--- config.mk ---
export PLATFORM = sky130hd
export DESIGN_NAME = dma_copy_master
export DESIGN_NICKNAME = d
export VERILOG_FILES = /design/src/rtl/dma_pkg.sv /design/src/rtl/dma_addr_counter.sv /design/src/rtl/dma_copy_master.sv
export SDC_FILE = /design/constraint.sdc
export NUM_CORES = 1
export LEC_CHECK = 0
export CAP_MARGIN = 25
export CELL_PAD_IN_SITES_DETAIL_PLACEMENT = 1
export CELL_PAD_IN_SITES_GLOBAL_PLACEMENT = 1
export CORE_MARGIN = 3
export CORE_UTILIZATION = 32
export CTS_CLUSTER_SIZE = 28
export DETAILED_ROUTE_END_ITERATION = 10
export PLACE_DENSITY = 0.89
export SETUP_SLACK_MARGIN = 0.2
export SLEW_MARGIN = 25
export SYNTH_ARGS = -nofsm -noshare
export SYNTH_HDL_FRONTEND = slang
export SYNTH_SLANG_ARGS = --single-unit
--- constraint.sdc ---
create_clock -name clk -period 4.25 [get_ports clk]
set_clock_uncertainty 0.2 [all_clocks]
set_input_delay 0.425 -clock clk [delete_from_list [all_inputs] [get_ports clk]]
set_output_delay 0.425 -clock clk [all_outputs]
set_load 0.005 [all_outputs]
--- src/rtl/dma_pkg.sv ---
// dma_pkg
// Shared definitions for the DMA copy initiator: default word, address and
// transfer-length widths, plus the FSM state encoding used by dma_copy_master.
// No ports (package only).
package dma_pkg;

  localparam int DMA_DATA_W = 32;
  localparam int DMA_ADDR_W = 8;
  localparam int DMA_CNT_W  = 8;

  localparam int STATE_W = 3;

  typedef logic [STATE_W-1:0] state_t;

  localparam state_t ST_IDLE  = 3'd0;
  localparam state_t ST_READ  = 3'd1;
  localparam state_t ST_WAIT  = 3'd2;
  localparam state_t ST_WRITE = 3'd3;
  localparam state_t ST_DONE  = 3'd4;

endpackage

--- src/rtl/dma_addr_counter.sv ---
// dma_addr_counter
// Loadable address register that increments by one and wraps silently from
// all-ones back to zero. Used once for the source window and once for the
// destination window of the copy.
// Ports:
//   clk      in   system clock
//   rst      in   synchronous active-high reset, clears the address
//   load     in   load load_val this cycle (has priority over inc)
//   load_val in   ADDR_W  value to load
//   inc      in   advance the address by one
//   addr     out  ADDR_W  current address
module dma_addr_counter #(
  parameter int ADDR_W = 8
) (
  input  logic              clk,
  input  logic              rst,
  input  logic              load,
  input  logic [ADDR_W-1:0] load_val,
  input  logic              inc,
  output logic [ADDR_W-1:0] addr
);

  always_ff @(posedge clk) begin
    if (rst) begin
      addr <= '0;
    end else if (load) begin
      addr <= load_val;
    end else if (inc) begin
      addr <= addr + ADDR_W'(1);
    end
  end

endmodule

--- src/rtl/dma_copy_master.sv ---
// dma_copy_master
// Single-channel DMA copy initiator. Copies `length` words from a source
// register window to a destination register window, one word per
// READ -> WAIT -> WRITE sequence, then pulses done for one cycle.
// The register protocol presents read data one clock after the read strobe,
// so the word is captured at the end of WAIT and written out in WRITE.
//
// Optional feature: define DMA_ABORT_EN to add the abort input. An abort in
// READ/WAIT/WRITE skips to DONE on the next cycle (no further writes).
//
// Ports:
//   clk       in   system clock, rising edge
//   rst       in   synchronous active-high reset
//   start     in   one-cycle request, only honoured in IDLE
//   src_base  in   ADDR_W  first source address (captured at start)
//   dst_base  in   ADDR_W  first destination address (captured at start)
//   length    in   CNT_W   word count (captured at start)
//   rd_en     out  read strobe
//   rd_addr   out  ADDR_W  source address
//   rd_data   in   DATA_W  source data, valid the cycle after rd_en
//   wr_en     out  write strobe
//   wr_addr   out  ADDR_W  destination address
//   wr_data   out  DATA_W  word written
//   busy      out  transfer in progress
//   done      out  one-cycle completion pulse
//   abort     in   (DMA_ABORT_EN only) cancel the running transfer
module dma_copy_master
  import dma_pkg::*;
#(
  parameter int DATA_W = DMA_DATA_W,
  parameter int ADDR_W = DMA_ADDR_W,
  parameter int CNT_W  = DMA_CNT_W
) (
  input  logic              clk,
  input  logic              rst,
  input  logic              start,
  input  logic [ADDR_W-1:0] src_base,
  input  logic [ADDR_W-1:0] dst_base,
  input  logic [CNT_W-1:0]  length,
  output logic              rd_en,
  output logic [ADDR_W-1:0] rd_addr,
  input  logic [DATA_W-1:0] rd_data,
  output logic              wr_en,
  output logic [ADDR_W-1:0] wr_addr,
  output logic [DATA_W-1:0] wr_data,
  output logic              busy,
  output logic              done
`ifdef DMA_ABORT_EN
  ,
  input  logic              abort
`endif
);

  state_t            state;
  state_t            state_nxt;
  logic [CNT_W-1:0]  rem_cnt;
  logic [ADDR_W-1:0] src_addr;
  logic [ADDR_W-1:0] dst_addr;
  logic [DATA_W-1:0] rd_data_p1;
  logic              accept;
  logic              in_xfer;
  logic              abort_req;

  assign accept  = (state == ST_IDLE) && start;
  assign in_xfer = (state == ST_READ) || (state == ST_WAIT) || (state == ST_WRITE);

`ifdef DMA_ABORT_EN
  assign abort_req = abort && in_xfer;
`else
  assign abort_req = 1'b0;
`endif

  always_comb begin
    state_nxt = state;
    case (state)
      ST_IDLE:  if (start) state_nxt = (length == '0) ? ST_DONE : ST_READ;
      ST_READ:  state_nxt = ST_WAIT;
      ST_WAIT:  state_nxt = ST_WRITE;
      ST_WRITE: state_nxt = (rem_cnt == CNT_W'(1)) ? ST_DONE : ST_READ;
      ST_DONE:  state_nxt = ST_IDLE;
      default:  state_nxt = ST_IDLE;
    endcase
    if (abort_req) state_nxt = ST_DONE;
  end

  always_ff @(posedge clk) begin
    if (rst) begin
      state   <= ST_IDLE;
      rem_cnt <= '0;
    end else begin
      state <= state_nxt;
      if (accept) begin
        rem_cnt <= length;
      end else if (state == ST_WRITE) begin
        rem_cnt <= rem_cnt - CNT_W'(1);
      end
    end
  end

  dma_addr_counter #(.ADDR_W(ADDR_W)) u_src_cnt (
    .clk      (clk),
    .rst      (rst),
    .load     (accept),
    .load_val (src_base),
    .inc      (state == ST_WRITE),
    .addr     (src_addr)
  );

  dma_addr_counter #(.ADDR_W(ADDR_W)) u_dst_cnt (
    .clk      (clk),
    .rst      (rst),
    .load     (accept),
    .load_val (dst_base),
    .inc      (state == ST_WRITE),
    .addr     (dst_addr)
  );

  // Stage p1: source word captured at the end of WAIT, one clock after rd_en.
  // Not reset: it is only observed through wr_data, which is gated by WRITE.
  always_ff @(posedge clk) begin
    if (state == ST_WAIT) begin
      rd_data_p1 <= rd_data;
    end
  end

  // Outputs are pure decodes of registered state; address/data buses read
  // zero whenever their strobe is low.
  assign rd_en   = (state == ST_READ);
  assign wr_en   = (state == ST_WRITE);
  assign rd_addr = rd_en ? src_addr : '0;
  assign wr_addr = wr_en ? dst_addr : '0;
  assign wr_data = wr_en ? rd_data_p1 : '0;
  assign busy    = (state != ST_IDLE);
  assign done    = (state == ST_DONE);

endmodule

==> impl_metrics.json <==
{
  "run_status": "finished clean",
  "grt.total_usage_pct": 17.5,
  "grt_max_degree": 35,
  "hold_buffers": 0,
  "layout_common_cells": "clkdlybuf4s50_1, and2_1, edfxtp_1",
  "grt_antenna_before_repair": 0,
  "maxClockFrequency_mhz": 284,
  "path_delay_family": "buffers and inverters",
  "final.min_clock_period_ns": 3.52,
  "r2r-end": "u_dst_cnt.addr[6]",
  "cp-end-kind": "output pin",
  "ys_seq_area_share_pct": 54.5,
  "ctsHtreeMaxLevel": 3,
  "ios": 111,
  "netlist-cell-type-count": 38,
  "r2r_start": "state[2]",
  "wl_mm": 8.54,
  "die_area_sq_um": 9760,
  "worstHoldPathType": "flip-flop to flip-flop",
  "drtPass1Iterations": 4,
  "clock_transition_at_the_registers_of_the_reported_paths_ns": 0.07,
  "gp_congestion": 0.769,
  "preCtsSetupSlack_ns": 1.15,
  "setup.worst_path.start": "state[1]",
  "cts_resized": 0,
  "slew-limit-headroom_pct": 34.3,
  "num_vias": 2489,
  "cts-buffers-inserted": 9,
  "timing.final.max_slew_violations": 0,
  "numClockSinks": 59,
  "cp.buffers_inverters": 3,
  "netlist_area_sq_um": 2760,
  "globalRoute.totalOverflow": 0,
  "path_depth": 5,
  "timing.critical_path.cells": "nand3b_4 > inv_1 > buf_4 > and2_1 > clkdlybuf4s50_1",
  "worst-r2r-cell-count": 5,
  "final_critical_path_setup_slack_ns": 0.732,
  "chipHeight_um": 98.8,
  "worst_hold_slack_ns": 0.289,
  "drive_gt1_share_pct": 5.76,
  "finalCritPeriodShare_pct": 82.8,
  "leakage_nw": 1.47,
  "setup.reg_to_reg.worst_slack_ns": 1.48,
  "number_of_failing_hold_endpoints_at_the_final_stage": 0,
  "flow.area_growth_from_synthesis_pct": 49.3,
  "async_reset_ff_share_pct": 0,
  "crit_required_ns": 3.62,
  "post_cts_buffers": 0,
  "crit_path_max_incr_delay_ns": 0.55,
  "antenna_cells": 0,
  "worst-slew-pin-transition_ns": 0.982,
  "clkLatencyLatePin_ns": 0.34,
  "total_of_flip_flops_plus_latches_after_synthesis": 59,
  "synth_edf_count": 32,
  "timing.setup.tns_ns": 0,
  "vdd_ir_drop_max_mv": 0.116,
  "detailedPlacementHpwl_mm": 6.14,
  "drt_drc_violations_left": 0,
  "width_of_the_chip_um": 98.8,
  "worst_hold_startpoint": "u_dst_cnt.addr[2]",
  "cp_slowest_cell": "inv_1",
  "detail_route.iter0.violations": 127,
  "power_density_nw_per_um2": 331,
  "critical_path_peak_fanout": 34,
  "design.core.area_sq_um": 8300,
  "commonest_non_fill_non_tap_cell_in_the_layout": "clkdlybuf4s50_1",
  "timing_worst_setup_path_type": "flip-flop to output pin",
  "avgRoutedWirePerCell_um": 17.5,
  "synth_ff_type": "edfxtp_1",
  "clk_path_buf_depth": 2,
  "number_of_rows_created_at_floorplan": 33,
  "yosys_warnings": 0,
  "place.port_buffers": 110,
  "final-setup-viol-count": 0,
  "worst_setup_path_endpoint": "wr_data[29]",
  "finalNetCount": 440,
  "synthesis.nets": 332,
  "tritoncts": "built",
  "max_cap_violations": 0,
  "cp_data_arrival_time_ns": 2.89,
  "clk_root_buffer_cell": "clkbuf_8",
  "via_per_inst": 5.11,
  "synth.avg_cell_area_sq_um": 10.2,
  "start_util_pct": 33.2,
  "postRouteAntennaNets": 0,
  "setup_repair_after_global_routing_missed_its_margin": "no",
  "cp-start-kind": "flip-flop",
  "via_count_of_the_first_global_routing_pass": 2564,
  "synthesis.instances": 269,
  "wire_length_of_the_first_global_routing_pass_mm": 13.4
}
cell type report:
type	count	area, sq um
sequential	59	1500
tap	105	131
clock inverter	5	53.8
fill	939	4180
inverter	10	37.5
clock buffer	11	131
timing repair buffer	113	1120
multi-input combinational	184	1140
where the power goes:
group | internal (mW) | switching, mW | total (mW)
registers | 0.638 | 0.0311 | 0.669
clock network | 0.269 | 0.226 | 0.495
logic | 0.107 | 0.0900 | 0.197
logic make-up after synthesis:
kind of cell	after synthesis	share of synthesized area, %
AO/OA/AOI/OAI	64	15.0
XOR/XNOR	1	0.318
flip-flops	59	54.5
AND/OR/NAND/NOR	115	24.1
buffers and inverters	26	4.27
adder cells (fa/ha/maj)	4	1.82
worst reg2reg max path, delay by kind of cell (launching register included):
family / cells / cell delay, ns
AOI/OAI and AO/OA: 2 / 0.40
buffers and inverters: 1 / 0.36
DFF: 1 / 0.50
and+or+nand+nor: 2 / 1.23
synth_stat cells, drive strengths merged (2+ instances only):
| library cell | number | area, sq um |
|---|---|---|
| a31oi | 8 | 50.1 |
| o31a | 3 | 26.3 |
| nand2 | 14 | 52.6 |
| nand3 | 7 | 35.0 |
| a21oi | 23 | 115 |
| inv | 10 | 37.5 |
| and4 | 2 | 17.5 |
| and3 | 4 | 25.0 |
| clkbuf | 8 | 30.0 |
| o21ai | 8 | 40.0 |
| nor3 | 4 | 20.0 |
| a32oi | 6 | 52.6 |
| nor4 | 4 | 25.0 |
| a221oi | 4 | 35.0 |
| dfxtp | 27 | 541 |
| ha | 4 | 50.1 |
| buf | 8 | 50.0 |
| or3 | 5 | 31.3 |
| a22oi | 5 | 37.5 |
| o211ai | 3 | 22.5 |
| nor3b | 3 | 22.5 |
| and2 | 45 | 282 |
| edfxtp | 32 | 961 |
| nand3b | 2 | 27.5 |
| nor2 | 21 | 78.8 |
per-layer routing:
layer	wire length, um	global-route usage [%]	vias to the layer above	part of all wire (%)
met1	3510	20.8	1204	41
li1	-	-	1195	-
met5	0	0	-	0
met4	222	7.98	0	2.6
met2	4450	30.3	73	52
met3	360	3.40	17	4.2
worst min path at each step:
stage | to | slack (ns) | depth (start not counted)
final | u_dst_cnt.addr[2] | 0.29 | 2
after global routing | u_dst_cnt.addr[1] | 0.32 | 2
after CTS | u_dst_cnt.addr[2] | 0.29 | 2
after detailed placement | u_dst_cnt.addr[1] | 0.28 | 2
after global placement | u_dst_cnt.addr[2] | 0.26 | 2
after floorplan | u_dst_cnt.addr[2] | 0.25 | 2
registers in the layout, summed over array words and instances (netlist names):
name / cells
rd_data_p1: 32
rem_cnt: 8
u_dst_cnt.addr: 8
u_src_cnt.addr: 8
state: 3
through the flow:
stage | cell area (sq um) | util [%] | power [mW] | std cells
after floorplan | 2760 | - | 0.769 | 269
after global placement | 3940 | 47.4 | 0.866 | 471
after detailed placement | 3940 | 47.4 | 0.878 | 471
after CTS | 4120 | 49.7 | 1.37 | 487
after global routing | 4120 | 49.6 | 1.42 | 487
final | 4120 | 49.6 | 1.36 | 487
No activity file was read; power rests on OpenSTA's default activity.
